[config.mk]
export PLATFORM = sky130hd
export DESIGN_NAME = mac_sequencer_flat
export DESIGN_NICKNAME = d
export VERILOG_FILES = /design/src/rtl/mac_sequencer_if.sv /design/src/rtl/mac_sequencer.sv /design/src/flat_wrapper.sv
export SDC_FILE = /design/constraint.sdc
export NUM_CORES = 1
export LEC_CHECK = 0
export ABC_AREA = 1
export BUFFER_PORTS_ARGS = -buffer_cell sky130_fd_sc_hd__buf_2
export CAP_MARGIN = 30
export CORE_UTILIZATION = 41
export CTS_BUF_LIST = sky130_fd_sc_hd__clkbuf_16
export CTS_CLUSTER_DIAMETER = 60
export DETAILED_ROUTE_END_ITERATION = 8
export PLACE_DENSITY = 0.78
export SETUP_SLACK_MARGIN = 0.5
export SLEW_MARGIN = 20
export SYNTH_ARGS = -nofsm -noshare
export SYNTH_HDL_FRONTEND = slang
export SYNTH_SLANG_ARGS = --single-unit
[constraint.sdc]
create_clock -name clk -period 1.5 [get_ports clk]
set_clock_uncertainty 0.1 [all_clocks]
set_input_delay 0.075 -clock clk [delete_from_list [all_inputs] [get_ports clk]]
set_output_delay 0.075 -clock clk [all_outputs]
set_load 0.01 [all_outputs]
[src/rtl/mac_sequencer_if.sv]
// Bundles the job handshake, the weight/input memory ports and the MAC core
// connections of the MAC sequencer.
interface mac_sequencer_if;
  logic       start;
  logic [3:0] n_len;
  logic [2:0] w_addr;
  logic [7:0] w_data;
  logic [2:0] x_addr;
  logic [7:0] x_data;
  logic [7:0] mac_weight;
  logic [7:0] mac_in;
  logic       mac_reset;
  logic       mac_oe;
  logic [7:0] mac_out;
  logic [7:0] result;
  logic       busy;
  logic       done;

  modport slave (
    input  start, n_len, w_data, x_data, mac_out,
    output w_addr, x_addr, mac_weight, mac_in, mac_reset, mac_oe,
           result, busy, done
  );

  modport master (
    output start, n_len, w_data, x_data, mac_out,
    input  w_addr, x_addr, mac_weight, mac_in, mac_reset, mac_oe,
           result, busy, done
  );
endinterface

[src/rtl/mac_sequencer.sv]
// Sequences one MAC job: clear the accumulator, stream len weight/input pairs
// from memory, enable the MAC output once and capture it into result.
//
// state   | meaning
// --------+----------------------------------------------------------
// S_IDLE  | waiting for start; n_len sampled here only
// S_CLEAR | one-cycle accumulator clear (mac_reset)
// S_FEED  | one pair per cycle, index 0..len-1 on both addresses
// S_OE    | one-cycle MAC output enable; result captured at its end
// S_DONE  | one-cycle done pulse, back to S_IDLE
module mac_sequencer #(
  parameter int MAX_LEN = 8
) (
  input  logic            clk,
  input  logic            reset,
  mac_sequencer_if.slave  bus
);

  typedef enum logic [2:0] {
    S_IDLE,
    S_CLEAR,
    S_FEED,
    S_OE,
    S_DONE
  } state_t;

  localparam logic [3:0] MAX_LEN_C = 4'(MAX_LEN);

  state_t     state_q, state_d;
  logic [2:0] idx_q, idx_d;
  logic [3:0] len_q, len_d;
  logic [7:0] result_q, result_d;

  logic [3:0] req_len;
  logic       last_pair;

  // Over-length requests saturate to the memory depth.
  assign req_len   = (bus.n_len > MAX_LEN_C) ? MAX_LEN_C : bus.n_len;
  assign last_pair = ({1'b0, idx_q} == (len_q - 4'd1));

  always_ff @(posedge clk) begin
    if (reset) begin
      state_q  <= S_IDLE;
      idx_q    <= 3'd0;
      len_q    <= 4'd0;
      result_q <= 8'd0;
    end else begin
      state_q  <= state_d;
      idx_q    <= idx_d;
      len_q    <= len_d;
      result_q <= result_d;
    end
  end

  always_comb begin
    state_d        = state_q;
    idx_d          = idx_q;
    len_d          = len_q;
    result_d       = result_q;
    bus.w_addr     = 3'd0;
    bus.x_addr     = 3'd0;
    bus.mac_weight = 8'd0;
    bus.mac_in     = 8'd0;
    bus.mac_reset  = 1'b0;
    bus.mac_oe     = 1'b0;
    bus.busy       = 1'b1;
    bus.done       = 1'b0;

    case (state_q)
      S_IDLE: begin
        bus.busy = 1'b0;
        if (bus.start) begin
          idx_d = 3'd0;
          if (req_len == 4'd0) begin
            // Empty job never touches the MAC; it just reports a zero result.
            result_d = 8'd0;
            state_d  = S_DONE;
          end else begin
            len_d   = req_len;
            state_d = S_CLEAR;
          end
        end
      end
      S_CLEAR: begin
        bus.mac_reset = 1'b1;
        idx_d         = 3'd0;
        state_d       = S_FEED;
      end
      S_FEED: begin
        bus.w_addr     = idx_q;
        bus.x_addr     = idx_q;
        bus.mac_weight = bus.w_data;
        bus.mac_in     = bus.x_data;
        if (last_pair) begin
          idx_d   = 3'd0;
          state_d = S_OE;
        end else begin
          idx_d = idx_q + 3'd1;
        end
      end
      S_OE: begin
        bus.mac_oe = 1'b1;
        result_d   = bus.mac_out;
        state_d    = S_DONE;
      end
      S_DONE: begin
        bus.done = 1'b1;
        state_d  = S_IDLE;
      end
      default: begin
        state_d = S_IDLE;
      end
    endcase
  end

  assign bus.result = result_q;

endmodule

[src/flat_wrapper.sv]
// flat-port wrapper written by rule: the top's interface ports become plain ports
module mac_sequencer_flat 
#(
  parameter int MAX_LEN = 8
)
  (clk, reset, bus_start, bus_n_len, bus_w_data, bus_x_data, bus_mac_out, bus_w_addr, bus_x_addr, bus_mac_weight, bus_mac_in, bus_mac_reset, bus_mac_oe, bus_result, bus_busy, bus_done);
  mac_sequencer_if bus_i ();
  input  logic clk;
  input  logic reset;
  input wire logic [$bits(bus_i.start)-1:0] bus_start;
  input wire logic [$bits(bus_i.n_len)-1:0] bus_n_len;
  input wire logic [$bits(bus_i.w_data)-1:0] bus_w_data;
  input wire logic [$bits(bus_i.x_data)-1:0] bus_x_data;
  input wire logic [$bits(bus_i.mac_out)-1:0] bus_mac_out;
  output wire logic [$bits(bus_i.w_addr)-1:0] bus_w_addr;
  output wire logic [$bits(bus_i.x_addr)-1:0] bus_x_addr;
  output wire logic [$bits(bus_i.mac_weight)-1:0] bus_mac_weight;
  output wire logic [$bits(bus_i.mac_in)-1:0] bus_mac_in;
  output wire logic [$bits(bus_i.mac_reset)-1:0] bus_mac_reset;
  output wire logic [$bits(bus_i.mac_oe)-1:0] bus_mac_oe;
  output wire logic [$bits(bus_i.result)-1:0] bus_result;
  output wire logic [$bits(bus_i.busy)-1:0] bus_busy;
  output wire logic [$bits(bus_i.done)-1:0] bus_done;
  assign bus_i.start = bus_start;
  assign bus_i.n_len = bus_n_len;
  assign bus_i.w_data = bus_w_data;
  assign bus_i.x_data = bus_x_data;
  assign bus_i.mac_out = bus_mac_out;
  assign bus_w_addr = bus_i.w_addr;
  assign bus_x_addr = bus_i.x_addr;
  assign bus_mac_weight = bus_i.mac_weight;
  assign bus_mac_in = bus_i.mac_in;
  assign bus_mac_reset = bus_i.mac_reset;
  assign bus_mac_oe = bus_i.mac_oe;
  assign bus_result = bus_i.result;
  assign bus_busy = bus_i.busy;
  assign bus_done = bus_i.done;
  mac_sequencer #(.MAX_LEN(MAX_LEN)) u_core (.clk(clk), .reset(reset), .bus(bus_i));
endmodule
# == Yosys cells after proc, flatten, opt, wreduce, memory -nomap -nowiden ==
# Cells that the tools add are included.
# classes
add_sub_neg,2
multipliers,0
n_div,0
order_cmp,1
n_eq_ne,8
shift,0
mux,18
bitwise_logic,1
n_reduce_logical,8
# ops
cell,n
8-bit two-way mux,4
3-bit two-way mux,6
8-bit one-hot mux with 2 select lines,1
3-bit one-hot mux with 4 select lines,1
3-bit one-hot mux with 3 select lines,1
3-bit by 2-bit == test with 1-bit output (second input constant),2
3-bit AND reduction,2
3-bit by 4-bit == test with 1-bit output,1
4-bit greater-than comparator (second input constant),1
4-bit logical NOT,1
1-bit two-way mux,4
4-bit two-way mux,1
2-bit by 1-bit != test with 1-bit output (second input constant),2
2-bit AND reduction,2
4-bit by 1-bit subtractor with 4-bit output (second input constant),1
3-bit by 1-bit adder with 3-bit output (second input constant),1
3-bit by 1-bit == test with 1-bit output (second input constant),1
3-bit == test (second input constant),1
3-bit logical NOT,1
3-bit nonzero test,1
2-bit != test (second input constant),1
2-bit nonzero test,1
1-bit NOT,1
# totals
register_bits,18
latchBits,0
ramBits,0
romBits,0
inputBits,31
out_inout_bits,34
elab_cells,42
n_memories,0

# == Longest topological paths before layout ==
# depth
word_depth,6
depth_mapped,11
ltp_nobuf,11

# == Worst setup path before layout ==
# No wires, ideal clock.
# synth_path
path_kind,register to register
startpoint,reg u_core.len_q[0]
endpoint,reg u_core.idx_q[0]
setup_ps,132
arrival_time_ps,1127
t_required_ps,1268
setup_slack_ps,141
stages_incl_launch_ff,10
n_path_buf,0
period_less_slack_ps,1359
cell_sequence,dfxtp_1 -> inv_1 -> ha_1 -> inv_1 -> nand2_1 -> nand2_1 -> nor2_1 -> nand3_1 -> nand3_1 -> a21oi_1
# synth_via
elab_chain_cells,4
# synth_lines
item,line_no,rtl
from (decl),mac_sequencer.sv:31,"logic [3:0] len_q, len_d;"
from (signal assigned),mac_sequencer.sv:50,len_q <= len_d;
4-bit by 1-bit subtractor with 4-bit output,mac_sequencer.sv:39,"assign last_pair = ({1'b0, idx_q} == (len_q - 4'd1));"
3-bit by 4-bit == test with 1-bit output,mac_sequencer.sv:39,
3-bit two-way mux,mac_sequencer.sv:94,if (last_pair) begin
3-bit one-hot mux with 3 select lines,mac_sequencer.sv:69,case (state_q)
to (signal assigned),mac_sequencer.sv:49,idx_q <= idx_d;
to (decl),mac_sequencer.sv:30,"logic [2:0] idx_q, idx_d;"
# Every way passes these cells.
# A chain may end at the register's enable or synchronous reset.

# == Worst setup path in the final report ==
# layout_path
startpoint,reg u_core.state_q[2]
endpoint,reg u_core.idx_q[0]
# layout_via
elab_chain_cells,3
word_cells_on_any_way,7
classes_between,3 x eq/ne; 1 x mux; 3 x reduce/logical
# layout_lines
item,line_no,rtl
from (decl),mac_sequencer.sv:29,"state_t state_q, state_d;"
from (signal assigned),mac_sequencer.sv:48,state_q <= state_d;
3-bit by 1-bit == test with 1-bit output (tied with other cells),mac_sequencer.sv:69,
3-bit nonzero test (no line) / 2-bit != test (equally long branches),-,
2-bit AND reduction (no line),-,
# Parallel ways exist; a longest one is shown, timed or not.

==> impl_results.html <==
<table>
<tr><th>Metric</th><th>Value</th></tr>
<tr><th colspan="2">Outcome</th></tr>
<tr><td>Status</td><td>complete, but fails checks</td></tr>
<tr><td>Failing checks</td><td>negative setup slack</td></tr>
<tr><th colspan="2">STA</th></tr>
<tr><td>RSZ-0062 raised after global routing</td><td>true</td></tr>
<tr><td>Minimum clock period</td><td>around 1.5 ns</td></tr>
<tr><td>Count of endpoints failing hold in the final timing report</td><td>0</td></tr>
<tr><td>Transition at the pin with the smallest max-transition slack</td><td>roughly 0.37 ns</td></tr>
<tr><td>Worst slew margin relative to its limit</td><td>0.7501</td></tr>
<tr><td>Minimum setup slack in the final design</td><td>-0.003390 ns</td></tr>
<tr><td>Endpoints failing setup</td><td>1</td></tr>
<tr><td>Fin Setup TNS</td><td>-0.003390 ns</td></tr>
<tr><td>Achievable Freq</td><td>about 0.67 GHz</td></tr>
<tr><td>Ratio of final minimum period to clock period</td><td>1.002</td></tr>
<tr><td>Max-slew violation count</td><td>0</td></tr>
<tr><th colspan="2">Flow run</th></tr>
<tr><td>Max-capacitance violation count</td><td>0</td></tr>
<tr><th colspan="2">Yosys</th></tr>
<tr><td>Syn Inst Count</td><td>163</td></tr>
<tr><td>Mapped Avg Cell Area</td><td>between 6 and 7 sq um</td></tr>
<tr><td>Netlist area before placement</td><td>around 0.0010 sq mm</td></tr>
<tr><td>Total of flip-flops plus latches after synthesis</td><td>18</td></tr>
<tr><td>Distinct cell type count after synthesis</td><td>18</td></tr>
<tr><td>Number of warning messages in the yosys log</td><td>0</td></tr>
<tr><td>Register area share after synthesis</td><td>0.3591</td></tr>
<tr><td>Post-Synthesis Net Count</td><td>between 150 and 200</td></tr>
<tr><th colspan="2">Power</th></tr>
<tr><td>Cell Pwr Density</td><td>about 960 mW/mm^2</td></tr>
<tr><td>Worst IR Drop VDD</td><td>between 1 and 1.5 mV</td></tr>
<tr><td>P_leak</td><td>approximately 1.0 nW</td></tr>
<tr><th colspan="2">Detailed routing</th></tr>
<tr><td>Final routed DRC violation total</td><td>0</td></tr>
<tr><td>Iteration count of the initial detailed-routing pass</td><td>4</td></tr>
<tr><td>Detailed Route WL</td><td>4389 um</td></tr>
<tr><td>Drt initial violations</td><td>33</td></tr>
<tr><td>Routed len/inst</td><td>approximately 16 um</td></tr>
<tr><td>Detailed-route via count</td><td>between 1000 and 1500</td></tr>
<tr><td>Routed via count divided by cell count</td><td>slightly above 5</td></tr>
<tr><td>Final ANT Viol Nets</td><td>0</td></tr>
<tr><th colspan="2">Clock tree</th></tr>
<tr><td>Cts bufs inserted</td><td>3</td></tr>
<tr><td>Worst-Skew Late Latency</td><td>around 0.26 ns</td></tr>
<tr><td>Root buf cell</td><td>sky130_fd_sc_hd__clkbuf_16</td></tr>
<tr><td>Post-CTS clock slew at the launch and capture registers of the worst setup and hold paths</td><td>roughly 0.060 ns</td></tr>
<tr><td>TritonCTS clock tree</td><td>built</td></tr>
<tr><td>CTS H-Tree Depth</td><td>1</td></tr>
<tr><td>Clock sink count</td><td>18</td></tr>
<tr><td>Maximum clock insertion buffer count</td><td>2</td></tr>
<tr><th colspan="2">Placed design</th></tr>
<tr><td>Instance count after placement with tap cells included</td><td>between 200 and 250</td></tr>
<tr><td>Routability congestion estimate</td><td>between 0.8 and 0.9</td></tr>
<tr><td>Count of input and output buffers</td><td>64</td></tr>
<tr><td>Detailed placer's ending HPWL</td><td>1957 um</td></tr>
<tr><th colspan="2">Worst setup path</th></tr>
<tr><td>Required time of the critical path</td><td>1.58 ns</td></tr>
<tr><td>Type of the worst setup path</td><td>register to register</td></tr>
<tr><td>CP Data Arrival Time</td><td>approximately 1.6 ns</td></tr>
<tr><td>Critical path origin</td><td>u_core.state_q[2]</td></tr>
<tr><td>Category of the worst setup path launch point</td><td>register</td></tr>
<tr><td>Biggest fanout along the worst timing path</td><td>4</td></tr>
<tr><td>Endpoint kind of the worst setup timing path</td><td>register</td></tr>
<tr><td>RR Startpoint</td><td>u_core.state_q[2]</td></tr>
<tr><th colspan="2">Global routing</th></tr>
<tr><td>Total GRT Usage</td><td>0.2697</td></tr>
<tr><td>Number of antenna violations at the first check in global routing</td><td>0</td></tr>
<tr><td>Overall overflow remaining after global route</td><td>0</td></tr>
<tr><td>Vias in the first global route</td><td>between 1000 and 1500</td></tr>
<tr><td>Largest net degree at the start of global routing</td><td>19</td></tr>
<tr><td>First-pass GRT wire length</td><td>~5300 um</td></tr>
<tr><th colspan="2">Floorplan</th></tr>
<tr><td>Die outline width</td><td>~50 um</td></tr>
<tr><td>Starting Density</td><td>0.4451</td></tr>
<tr><td>Number of top-level pins</td><td>65</td></tr>
<tr><td>Total Die Area</td><td>around 0.0026 sq mm</td></tr>
<tr><td>Row cnt</td><td>17</td></tr>
<tr><td>Core footprint</td><td>approximately 0.0023 sq mm</td></tr>
<tr><td>Die height</td><td>between 50 and 60 um</td></tr>
<tr><th colspan="2">Cells and area</th></tr>
<tr><td>Non-filler cells in the finished layout</td><td>~280</td></tr>
<tr><td>Post-layout nets</td><td>about 290</td></tr>
<tr><td>Antenna diode count</td><td>0</td></tr>
<tr><td>Fraction of final layout cells sized beyond drive strength 1</td><td>0.5296</td></tr>
<tr><td>Area overhead of the layout relative to synthesis</td><td>109.0%</td></tr>
<tr><th colspan="2">Min path</th></tr>
<tr><td>Classification of the worst-slack hold path</td><td>primary input to register</td></tr>
<tr><td>Min-Delay Startpoint</td><td>bus_n_len[3]</td></tr>
</table>
## worst max-delay path, stage by stage, from the launching register on
cell and delay [ns]:
sky130_fd_sc_hd__dfxtp_2 0.34, sky130_fd_sc_hd__nor2_4 0.16, sky130_fd_sc_hd__buf_6 0.13, sky130_fd_sc_hd__nand2_4 0.06, sky130_fd_sc_hd__or2_4 0.29, sky130_fd_sc_hd__nand2_2 0.09
sky130_fd_sc_hd__nand2_1 0.07, sky130_fd_sc_hd__a21oi_1 0.19
## per-layer routing
layer	vias up	track usage	part of all wire
met3	13	0.05655	0.056
met1	700	0.2577	0.36
met4	0	0.1081	0.033
li1	674	-	-
met2	72	0.5411	0.55
met5	-	0	0
## placed cells by master (no fill, tap or decap), drive strengths merged
master       count
clkinv           1
inv             30
nand2           47
nor3             1
or2              1
a211oi           1
xor2             1
nand4            1
dfxtp           18
o21ai            2
a21oi           16
clkbuf           4
buf             80
nand3            8
dlygate4sd3     11
nor2            29
ha               2
## flip-flops by register name (all words and copies together) (netlist names)
signal / cells
u_core.bus.result: 8
u_core.idx_q: 3
u_core.len_q: 4
u_core.state_q: 3
## worst paths after layout
check | to | slack (ns) | depth (start not counted)
max | u_core.idx_q[0] | -0.003 | 7
min | u_core.len_q[1] | 0.05 | 4
max reg2reg | u_core.idx_q[0] | -0.003 | 7
min reg2reg | u_core.bus.result[4] | 0.35 | 2
## cell usage after synthesis
| master | count | area [sq um] |
|---|---|---|
| sky130_fd_sc_hd__a211oi_1 | 1 | 7.510 |
| sky130_fd_sc_hd__a21oi_1 | 16 | 80.08 |
| sky130_fd_sc_hd__buf_4 | 3 | 22.52 |
| sky130_fd_sc_hd__clkbuf_1 | 4 | 15.01 |
| sky130_fd_sc_hd__dfxtp_1 | 18 | 360.4 |
| sky130_fd_sc_hd__ha_1 | 2 | 25.02 |
| sky130_fd_sc_hd__inv_1 | 29 | 108.9 |
| sky130_fd_sc_hd__inv_2 | 1 | 3.750 |
| sky130_fd_sc_hd__nand2_1 | 46 | 172.7 |
| sky130_fd_sc_hd__nand2_2 | 1 | 6.260 |
| sky130_fd_sc_hd__nand3_1 | 8 | 40.04 |
| sky130_fd_sc_hd__nand4_1 | 1 | 6.260 |
| sky130_fd_sc_hd__nor2_1 | 28 | 105.1 |
| sky130_fd_sc_hd__nor2_4 | 1 | 11.26 |
| sky130_fd_sc_hd__nor3_1 | 1 | 5.000 |
| sky130_fd_sc_hd__o21ai_4 | 1 | 16.27 |
| sky130_fd_sc_hd__or2_4 | 1 | 8.760 |
| sky130_fd_sc_hd__xor2_1 | 1 | 8.760 |
## cells by family after synthesis
family	Yosys count	synth area share
simple gates	87	0.3541
buf+inv	37	0.1496
fa+ha+maj	2	0.02493
flops	18	0.3591
compound gates	18	0.1035
xor+xnor	1	0.008730
## final cells by class
cell class	count	area, sq um
well taps	28	35.03
multi-input cells	109	739.5
repair buffers	92	754.5
clock inverters	1	3.754
fillers	79	157.7
flip-flops and latches	18	369.1
clock buffers	3	75.07
inverters	30	120.1
## power by group
group	internal (mW)	total [mW]	switching, mW
sequential	0.520	0.564	0.0448
clock	0.355	0.550	0.195
combinational	0.427	0.890	0.463
total	1.30	2.00	0.703
## metrics by stage
step	cell area [sq um]	hold slack (ns)	worst slack (ns)	util	total power, mW
4_1_cts	1939	0.01253	0.08791	0.8602	1.821
5_1_grt	2097	0.04578	-0.06507	0.9301	2.077
6_report	2097	0.04681	-0.003390	0.9301	2.005
2_1_floorplan	1216	0.1101	0.1998	-	0.9631
3_3_place_gp	1511	0.2290	0.1476	0.6704	1.073
3_5_place_dp	1511	0.2332	0.1105	0.6704	1.089
## what timing repair did
item | in CTS | in global routing
resized for setup | 27 | 22
hold buffers | 11 | 0
pin swaps | 6 | 14
endpoints found under the setup margin | 44 | 44
hold endpoints to repair | 11 | 0
setup buffers | 9 | 5
cloned | 2 | 1
No activity file was read; power rests on OpenSTA's default activity.
